$ cat config.mk
export PLATFORM = sky130hd
export DESIGN_NAME = risc_mem_dump
export DESIGN_NICKNAME = d
export VERILOG_FILES = /design/src/rtl/risc_mem_dump.sv
export SDC_FILE = /design/constraint.sdc
export NUM_CORES = 1
export LEC_CHECK = 0
export BUFFER_PORTS_ARGS = -buffer_cell sky130_fd_sc_hd__buf_2
export CORE_UTILIZATION = 50
export CTS_CLUSTER_DIAMETER = 30
export DETAILED_ROUTE_END_ITERATION = 6
export PLACE_DENSITY_LB_ADDON = 0.12
export RECOVER_POWER = 100
export REMOVE_ABC_BUFFERS = 1
export SYNTH_ARGS = -nofsm -noshare
export SYNTH_HDL_FRONTEND = slang
export SYNTH_SLANG_ARGS = --single-unit
$ cat constraint.sdc
create_clock -name clk -period 1.85 [get_ports clk]
set_input_delay 0.185 -clock clk [delete_from_list [all_inputs] [get_ports clk]]
set_output_delay 0.185 -clock clk [all_outputs]
set_load 0.02 [all_outputs]
$ cat src/rtl/risc_mem_dump.sv
// risc_mem_dump: memory-dump engine for RiSC bring-up.
// It walks NUM_REGIONS windows of REGION_WORDS words, starting REGION_STRIDE apart from BASE.
// Each word is read over a spare memory read port and streamed out on a valid/ready port.
// The stream carries end-of-line, end-of-region and last-word flags.
// Ports:
//   clk, reset                 clock (rising edge), asynchronous active-high reset
//   start, abort               begin a dump (ignored while busy) / cancel a running dump
//   busy, done, aborted        run status; done pulses once at the end, aborted qualifies it
//   mem_rd, mem_addr           one-cycle read strobe and address
//   mem_rdata                  read data, valid MEM_LAT cycles after mem_rd
//   out_valid, out_ready       stream handshake
//   out_data, out_eol,         dumped word and its line / region / dump-end flags
//   out_eor, out_last
module risc_mem_dump #(
    parameter int unsigned       ADDR_W         = 16,
    parameter int unsigned       DATA_W         = 16,
    parameter logic [ADDR_W-1:0] BASE           = 16'h0,
    parameter int unsigned       NUM_REGIONS    = 4,
    parameter int unsigned       REGION_STRIDE  = 256,
    parameter int unsigned       REGION_WORDS   = 256,
    parameter int unsigned       WORDS_PER_LINE = 16,
    parameter int unsigned       MEM_LAT        = 1
) (
    input  logic              clk,
    input  logic              reset,
    input  logic              start,
    input  logic              abort,
    output logic              busy,
    output logic              done,
    output logic              aborted,
    output logic              mem_rd,
    output logic [ADDR_W-1:0] mem_addr,
    input  logic [DATA_W-1:0] mem_rdata,
    output logic              out_valid,
    input  logic              out_ready,
    output logic [DATA_W-1:0] out_data,
    output logic              out_eol,
    output logic              out_eor,
    output logic              out_last
);

    localparam int unsigned RegW  = $clog2(NUM_REGIONS + 1);
    localparam int unsigned WordW = $clog2(REGION_WORDS + 1);
    localparam int unsigned LatW  = $clog2(MEM_LAT + 1);
    localparam int unsigned ExtW  = ADDR_W + 8;

    typedef enum logic [2:0] {StIdle, StRead, StWait, StOut, StFin} state_e;

    state_e            state_q, state_d;
    logic [RegW-1:0]   region_q, region_d;
    logic [WordW-1:0]  word_q, word_d;
    logic [LatW-1:0]   lat_q, lat_d;
    logic [DATA_W-1:0] data_q, data_d;
    logic              aborted_q, aborted_d;

    logic              eol, eor, last_word;
    logic [ExtW-1:0]   addr_full;

    always_ff @(posedge clk or posedge reset) begin
        if (reset) begin
            state_q   <= StIdle;
            region_q  <= '0;
            word_q    <= '0;
            lat_q     <= '0;
            data_q    <= '0;
            aborted_q <= 1'b0;
        end else begin
            state_q   <= state_d;
            region_q  <= region_d;
            word_q    <= word_d;
            lat_q     <= lat_d;
            data_q    <= data_d;
            aborted_q <= aborted_d;
        end
    end

    // Position flags of the word currently addressed by the counters.
    always_comb begin
        eol       = (32'(word_q) % WORDS_PER_LINE) == (WORDS_PER_LINE - 1);
        eor       = word_q == WordW'(REGION_WORDS - 1);
        last_word = eor && (region_q == RegW'(NUM_REGIONS - 1));
        // Extra headroom so the product cannot overflow before the final wrap to ADDR_W.
        addr_full = ExtW'(BASE) + ExtW'(region_q) * ExtW'(REGION_STRIDE) + ExtW'(word_q);
    end

    always_comb begin
        state_d   = state_q;
        region_d  = region_q;
        word_d    = word_q;
        lat_d     = lat_q;
        data_d    = data_q;
        aborted_d = aborted_q;
        unique case (state_q)
            StIdle: begin
                if (start) begin
                    region_d  = '0;
                    word_d    = '0;
                    aborted_d = 1'b0;
                    state_d   = StRead;
                end
            end
            StRead: begin
                lat_d   = '0;
                state_d = StWait;
            end
            StWait: begin
                if (lat_q == LatW'(MEM_LAT - 1)) begin
                    data_d  = mem_rdata;
                    state_d = StOut;
                end else begin
                    lat_d = lat_q + LatW'(1);
                end
            end
            StOut: begin
                if (out_ready) begin
                    if (last_word) begin
                        state_d = StFin;
                    end else begin
                        if (eor) begin
                            word_d   = '0;
                            region_d = region_q + RegW'(1);
                        end else begin
                            word_d = word_q + WordW'(1);
                        end
                        state_d = StRead;
                    end
                end
            end
            StFin: state_d = StIdle;
            default: state_d = StIdle;
        endcase
        // Abort overrides everything; a same-cycle handshake has already advanced the counters.
        if (abort && (state_q == StRead || state_q == StWait || state_q == StOut)) begin
            state_d   = StFin;
            aborted_d = 1'b1;
        end
    end

    always_comb begin
        busy      = (state_q == StRead) || (state_q == StWait) || (state_q == StOut);
        done      = state_q == StFin;
        aborted   = (state_q == StFin) && aborted_q;
        mem_rd    = state_q == StRead;
        mem_addr  = (state_q == StRead) ? ADDR_W'(addr_full) : '0;
        out_valid = state_q == StOut;
        out_data  = data_q;
        out_eol   = (state_q == StOut) && eol;
        out_eor   = (state_q == StOut) && eor;
        out_last  = (state_q == StOut) && last_word;
    end

endmodule

==> metrics.md, run 1 <==
| Metric | Value |
|---|---|
| Critical setup path kind | `reg -> out` |
| Top cells by area, synth | `dfrtp_1, mux2_2, and2_1, ha_1, nand2_1` |
| Max-cap violations | `0` |
| Pre-CTS setup slack | `0.1430 ns` |
| I/O Buffers | `56` |
| Share of layout cells above drive strength 1 | `40.65%` |
| Simple-gate share of the synthesized area | `about 22%` |
| Critical path cell sequence | `ha_4, ha_1, xor2_1, and2_1, buf_2` |
| Post-Synth Adder-Cell Area | `3.526%` |
| Worst EP required | `approximately 1.7 ns` |
| Synth Cell Area | `1774 µm²` |
| Gp weighted congestion | `0.9072` |
| Largest family of logic cells by synthesized area | `simple AND/OR/NAND/NOR gates` |
| DR pass1 iterations | `4` |
| Max VDD drop | `between 600 and 700 µV` |
| R2R Setup Slk | `around 0.20 ns` |
| Syn_area_per_cell | `10.32 µm²` |
| Final WS setup | `around 0.031 ns` |
| Row cnt | `21` |
| Drt wl/cell | `14.56 µm` |
| RR Startpoint | `region_q[0]` |
| Fill cell count | `279` |
| Reg2Reg Capture Point | `region_q[1]` |
| Via total after detailed routing | `around 1600` |
| Starting Density | `52.75%` |
| Initial antenna violation count | `0` |
| Synth Register Bits | `32` |
| Die Wd | `61.57 µm` |
| Most common cell after layout, fill and taps aside | `buf_2` |
| Die height | `roughly 60 µm` |
| Multiplexer area fraction after synthesis | `around 10%` |
| Library cells used by synthesis | `43` |
| Syn-to-layout area delta | `32.44%` |
| Reg clk slew, reported paths | `0.11 ns` |
| FMAX | `between 0.5 and 0.6 GHz` |
| Layout Skew | `approximately 0.013 ns` |
| Largest area contributor in the synthesized netlist | `dfrtp_1` |
| Final Setup Violations | `0` |
| Slew Limit Fails | `0` |
| Worst setup SP type | `flop` |
| Fin util | `a little over two thirds` |
| Vias/cell | `5.411` |
| Complex-gate fraction of the synthesized area | `approximately an eighth` |
| Part of the cycle the worst path needs | `98.31%` |
| Post-DP HPWL | `2943 µm` |
| YS warnings | `0` |
| Clk root buf | `clkbuf_4` |
| Layout Cells excl Fill | `292` |
| Top cell type's share of synthesized area | `45.13%` |
| Total clock sinks | `32` |
| Longest Clk Path Bufs | `2` |
| Slew headroom | `47.16%` |
| Leak | `1.089 nW` |
| Clk_lat worst skew | `0.34 ns` |
| Routed Antenna Nets | `0` |
| Overall Global Routing Usage | `between 20% and 30%` |
| Cts bufs inserted | `5` |
| P per Cell Area | `~1300 nW/µm²` |
| Final Hold Violating Endpoints | `0` |
| Crit-path max FO | `5` |
| Nets | `~270` |
| Placed insts | `276` |
| Hold Path Class | `in -> reg` |
| Ys flop type | `dfrtp_1` |
| Antenna cells | `0` |
| Residual DRC | `0` |
| Min-Delay Endpoint | `state_q[1]` |
| RSZ-0062 raised after global routing | `true` |
| Sequential element share of the synthesized area | `a little under half` |
| Total grt overflow | `0` |
| Status | `completed` |
| Worst setup EP type | `primary output` |
| Core area | `around 3400 µm²` |
| Post-synthesis cell count | `172` |
| TritonCTS clock tree | `yes` |
| R2R depth | `5` |
| WP data arrival | `1.63 ns` |
| Most frequent cells in the layout | `buf_2, dfrtp_1, mux2_2, buf_4, clkbuf_1` |
| Fraction of registers with async set/reset | `100.0%` |
| Post-synth EDFFs | `0` |
| Largest net degree at the start of global routing | `33` |
| Hold depth | `2` |
| Final wirelength | `between 4000 and 5000 µm` |
| H-tree levels | `2` |
| Initial DRC Count | `41` |
| Hold_sp | `abort` |
| DIE AREA | `3791 µm²` |
| Worst-Margin Slew | `~0.79 ns` |
| Num ports | `61` |
| Number of global-route vias before repair | `about 1400` |
| Worst path max stage delay | `0.48 ns` |
| Tmin final | `between 1.5 and 2 ns` |
| Slowest library cell on the worst path | `dfrtp_2` |
| Xor/xnor share of the synthesized area | `0.4937%` |
| First-pass GRT wire length | `between 6000 and 7000 µm` |
routing by layer:
metal	global-route usage, %	vias to the layer above	wire [µm]
met5	0	-	0
met4	9.206	0	76
met3	6.092	8	238
met2	36.71	56	2040
met1	28.04	758	1895
li1	-	758	-
where the power goes:
group	leakage [nW]	total, mW	switching [mW]	internal, mW
clock	0.0412	0.539	0.257	0.282
combinational	0.646	1.45	0.821	0.625
sequential	0.402	1.06	0.128	0.929
total	1.09	3.04	1.21	1.84
kinds of logic after synthesis:
kind of cell | after synthesis
and+or+nand+nor | 67
AOI/OAI and AO/OA | 33
other | 1
xor gates and xnor gates | 1
muxes | 16
DFF | 32
buffers and inverters | 17
adders and majority gates | 5
cell usage after synthesis (2+ instances only):
| cell | n |
|---|---|
| a211oi_1 | 2 |
| a21oi_1 | 8 |
| a31oi_1 | 2 |
| and2_1 | 12 |
| and3_1 | 4 |
| buf_2 | 7 |
| buf_4 | 5 |
| dfrtp_1 | 32 |
| ha_1 | 5 |
| inv_1 | 4 |
| mux2_2 | 16 |
| nand2_1 | 14 |
| nand2b_1 | 2 |
| nand3_1 | 6 |
| nand4_1 | 3 |
| nand4b_1 | 2 |
| nor2_1 | 9 |
| nor4_1 | 4 |
| o21a_1 | 2 |
| o21ai_0 | 9 |
| o31ai_1 | 2 |
per-stage QoR:
| stage | total power, mW | hold slack [ns] | instance area, µm² | setup TNS (ns) |
|---|---|---|---|---|
| after global routing | 3.225 | 0.01569 | 2350 | -0.03901 |
| after global placement | 2.350 | 0.2784 | 2130 | 0 |
| after detailed placement | 2.388 | 0.2891 | 2130 | 0 |
| after floorplan | 1.901 | 0.2514 | 1702 | -2.021 |
| final | 3.042 | 0.01811 | 2350 | 0 |
| after CTS | 2.929 | 0.01218 | 2233 | 0 |
layout make-up:
type | instances | area, µm² | share of cell area [%]
flip-flops and latches | 32 | 805.8 | 34.29
clock buffers | 5 | 37.54 | 1.597
repair buffers | 76 | 445.4 | 18.96
multi-input cells | 126 | 945.9 | 40.26
well taps | 46 | 57.56 | 2.449
inverters | 4 | 15.01 | 0.6390
clock inverters | 3 | 42.54 | 1.810
registers in the layout, indices dropped and copies added, names as in the netlist:
register	flops
out_data	16
aborted_q	1
region_q	3
state_q	3
word_q	9
worst max path at each step:
| stage | start | endpoint | slack [ns] |
|---|---|---|---|
| final | word_q[8] | mem_addr[10] | 0.03 |
| after global routing | word_q[8] | mem_addr[10] | -0.02 |
| after CTS | word_q[8] | out_last | 0.003 |
| after detailed placement | region_q[0] | region_q[1] | 0.14 |
| after global placement | region_q[0] | region_q[1] | 0.21 |
| after floorplan | state_q[2] | mem_addr[11] | -0.24 |
worst max-delay path: cells and delay by family, from the launching register on:
| kind | cells | cell delay (ns) |
|---|---|---|
| flops | 1 | 0.48 |
| xor+xnor | 1 | 0.14 |
| simple gates | 1 | 0.16 |
| buf+inv | 1 | 0.15 |
| fa+ha+maj | 2 | 0.36 |
timing repair:
| action | in CTS | in global routing |
|---|---|---|
| setup buffers | 1 | 5 |
| pin swaps | 0 | 5 |
| endpoints found under the hold margin | 32 | 0 |
| hold buffers | 1 | 0 |
| resized for setup | 4 | 22 |
| setup endpoints to repair | 4 | 15 |
| gates cloned | 0 | 1 |
(Power assumes the default switching activity.)
==> run 2: changes to the inputs <==
--- a/config.mk
+++ b/config.mk
@@ -6,6 +6,7 @@
 export NUM_CORES = 1
 export LEC_CHECK = 0
 export BUFFER_PORTS_ARGS = -buffer_cell sky130_fd_sc_hd__buf_2
+export CORE_ASPECT_RATIO = 1.4
 export CORE_UTILIZATION = 50
 export CTS_CLUSTER_DIAMETER = 30
 export DETAILED_ROUTE_END_ITERATION = 6
==> run 2 against run 1 <==
Compared with the run above: total power is 6.3% lower; global-route usage rose by 0.43 points; sequential power about the same; hold slack better by 0.082 ns; count of clock-buffer cells in the layout increased by 2; register-to-register slack lost 0.10 ns; sequential share of layout area rose by 2.3 points; largest cell class unchanged; largest power group unchanged.
==> metrics.md, run 2 (synthesized netlist as in run 1, its figures left out) <==
| Metric | Value |
|---|---|
| Initial DRC Count | `29 (was 41)` |
| Row cnt | `25 (was 21)` |
| Num ports | `61 (unchanged)` |
| Fill cell count | `296 (was 279)` |
| Register Area | `800.8 µm² (was 805.8 µm²)` |
| Die Wd | `52.35 µm (was 61.57 µm)` |
| Slew headroom | `48.33% (was 47.16%)` |
| Residual DRC | `0 (unchanged)` |
| DR pass1 iterations | `4 (unchanged)` |
| Drt wl/cell | `14.67 µm (was 14.56 µm)` |
| Core area | `3378 µm² (was 3363 µm²)` |
| Crit path max-delay family | `flip-flops (unchanged)` |
| Overall Global Routing Usage | `22.88% (was 22.44%)` |
| Most common cell after layout, fill and taps aside | `buf_2 (unchanged)` |
| Via total after detailed routing | `1526 (was 1580)` |
| Slowest library cell on the worst path | `dfrtp_1 (was dfrtp_2)` |
| Leak | `1.047 nW (was 1.089 nW)` |
| Worst-Margin Slew | `0.7751 ns (was 0.7925 ns)` |
| Nets | `261 (was 271)` |
| Crit-path max FO | `13 (was 5)` |
| Vias/cell | `5.549 (was 5.411)` |
| Hold Path Class | `in -> reg (unchanged)` |
| Critical path cell sequence | `nor3b_1, buf_4, and4_1, buf_2 (was ha_4, ha_1, xor2_1, and2_1, buf_2)` |
| Antenna cells | `0 (unchanged)` |
| Slew Limit Fails | `0 (unchanged)` |
| Final Hold Violating Endpoints | `0 (unchanged)` |
| Max-cap violations | `0 (unchanged)` |
| TritonCTS clock tree | `yes (unchanged)` |
| Reg clk slew, reported paths | `0.06 ns (was 0.11 ns)` |
| Max reg flops | `16 (unchanged)` |
| Final Setup Violations | `0 (unchanged)` |
| Total grt overflow | `0 (unchanged)` |
| I/O Buffers | `56 (unchanged)` |
| Gp weighted congestion | `0.9262 (was 0.9072)` |
| Worst setup SP type | `flop (unchanged)` |
| Layout Skew | `0.007044 ns (was 0.01323 ns)` |
| Critical setup path kind | `reg -> out (unchanged)` |
| Syn-to-layout area delta | `23.41% (was 32.44%)` |
| Die height | `72.48 µm (was 61.57 µm)` |
| WP data arrival | `1.62 ns (was 1.63 ns)` |
| Final non-filler cell area | `2190 µm² (was 2350 µm²)` |
| Largest net degree at the start of global routing | `33 (unchanged)` |
| DIE AREA | `3794 µm² (was 3791 µm²)` |
| FMAX | `0.5554 GHz (was 0.5498 GHz)` |
| RSZ-0062 raised after global routing | `true (unchanged)` |
| Final WS setup | `0.04940 ns (was 0.03120 ns)` |
| Part of the cycle the worst path needs | `97.33% (was 98.31%)` |
| Pre-CTS setup slack | `0.05629 ns (was 0.1430 ns)` |
| Clk_lat worst skew | `0.28 ns (was 0.34 ns)` |
| Worst path max stage delay | `0.52 ns (was 0.48 ns)` |
| Cts bufs inserted | `5 (unchanged)` |
| Max VDD drop | `652.0 µV (was 692.7 µV)` |
| Starting Density | `52.52% (was 52.75%)` |
| First-pass GRT wire length | `6451 µm (was 6168 µm)` |
| Final wirelength | `4035 µm (was 4251 µm)` |
| Status | `completed (unchanged)` |
| Number of global-route vias before repair | `1441 (was 1374)` |
| Most frequent cells in the layout | `buf_2, dfrtp_1, clkbuf_1, mux2_2, nand2_1 (was buf_2, dfrtp_1, mux2_2, buf_4, clkbuf_1)` |
| Post-DP HPWL | `3046 µm (was 2943 µm)` |
| H-tree levels | `2 (unchanged)` |
| Multi-input gate area | `903.4 µm² (was 945.9 µm²)` |
| Routed Antenna Nets | `0 (unchanged)` |
| Tmin final | `1.801 ns (was 1.819 ns)` |
| Clk root buf | `clkbuf_8 (was clkbuf_4)` |
| WP buf/inv | `2 (was 1)` |
| Worst EP required | `1.66 ns (about the same)` |
| Worst setup EP type | `primary output (unchanged)` |
| Initial antenna violation count | `0 (unchanged)` |
| Total clock sinks | `32 (unchanged)` |
| Longest Clk Path Bufs | `2 (unchanged)` |
| P per Cell Area | `1301 nW/µm² (was 1295 nW/µm²)` |
| Post-DP Area | `2092 µm² (was 2130 µm²)` |
| Share of layout cells above drive strength 1 | `31.49% (was 40.65%)` |
## run 2: cell count changes in the layout (fill, tap and decap cells not counted), sizes merged
cell      before  now
buf           58   42
bufinv         1    0
clkbuf        22   30
clkinv         1    0
clkinvlp       1    0
## run 2: through the flow
stage	hold slack (ns)	total power [mW]	TNS, ns	std cells	utilization, %
6_report	0.09992	2.850	0	275	64.81
4_1_cts	0.09736	2.938	0	274	65.07
3_5_place_dp	0.2949	2.368	0	266	61.93
3_3_place_gp	0.2776	2.328	0	266	61.93
2_1_floorplan	0.2514	1.901	-2.021	162	-
5_1_grt	0.1129	3.040	-0.04527	275	64.81
## run 2: what timing repair did
action / 4_1_cts / 5_1_grt
buffers inserted: 0 / 1
gates resized for setup: 0 / 4
hold buffers: 1 / 0
endpoints found under the hold margin: 14 / 0
endpoints found under the setup margin: 0 / 7
## run 2: per-layer routing
metal	vias to the layer above	global-route usage [%]	part of all wire (%)
met3	5	4.822	5.3
met4	0	7.310	1.2
met2	50	40.79	51
met5	-	0	0
met1	726	26.51	42
li1	745	-	-
## run 2: worst register-to-register path, stage by stage (launching register included)
cell and delay [ns]:
dfrtp_1 0.42, ha_1 0.22, ha_1 0.29, nor4_2 0.34
o21ai_0 0.15, a32o_1 0.22
## run 2: cell type report
type                            count  share of cell area (%)
Multi-Input combinational cell    126                   41.26
Sequential cell                    32                   36.57
Timing Repair Buffer               66                   14.80
Clock buffer                        7                   4.400
Tap cell                           40                   2.286
Inverter                            4                  0.6857
## run 2: path summary, 6_finish.rpt
path                                  start            to  slack (ns)  cells after the start
worst max register to register  region_q[0]   region_q[1]        0.10                      5
max in group asynchronous             reset   out_data[0]        0.68                      4
worst min register to register    aborted_q     aborted_q        0.49                      2
worst max-delay path             state_q[2]  mem_addr[11]        0.05                      4
min in group asynchronous             reset     aborted_q        0.68                      4
worst min-delay path                  abort    state_q[1]         0.1                      2
## run 2: power by group
part           switching, mW  leakage [nW]  internal (mW)  total (mW)
Sequential             0.132         0.409          0.930        1.06
Clock                  0.239        0.0503          0.331       0.570
Combinational          0.742         0.587          0.476        1.22
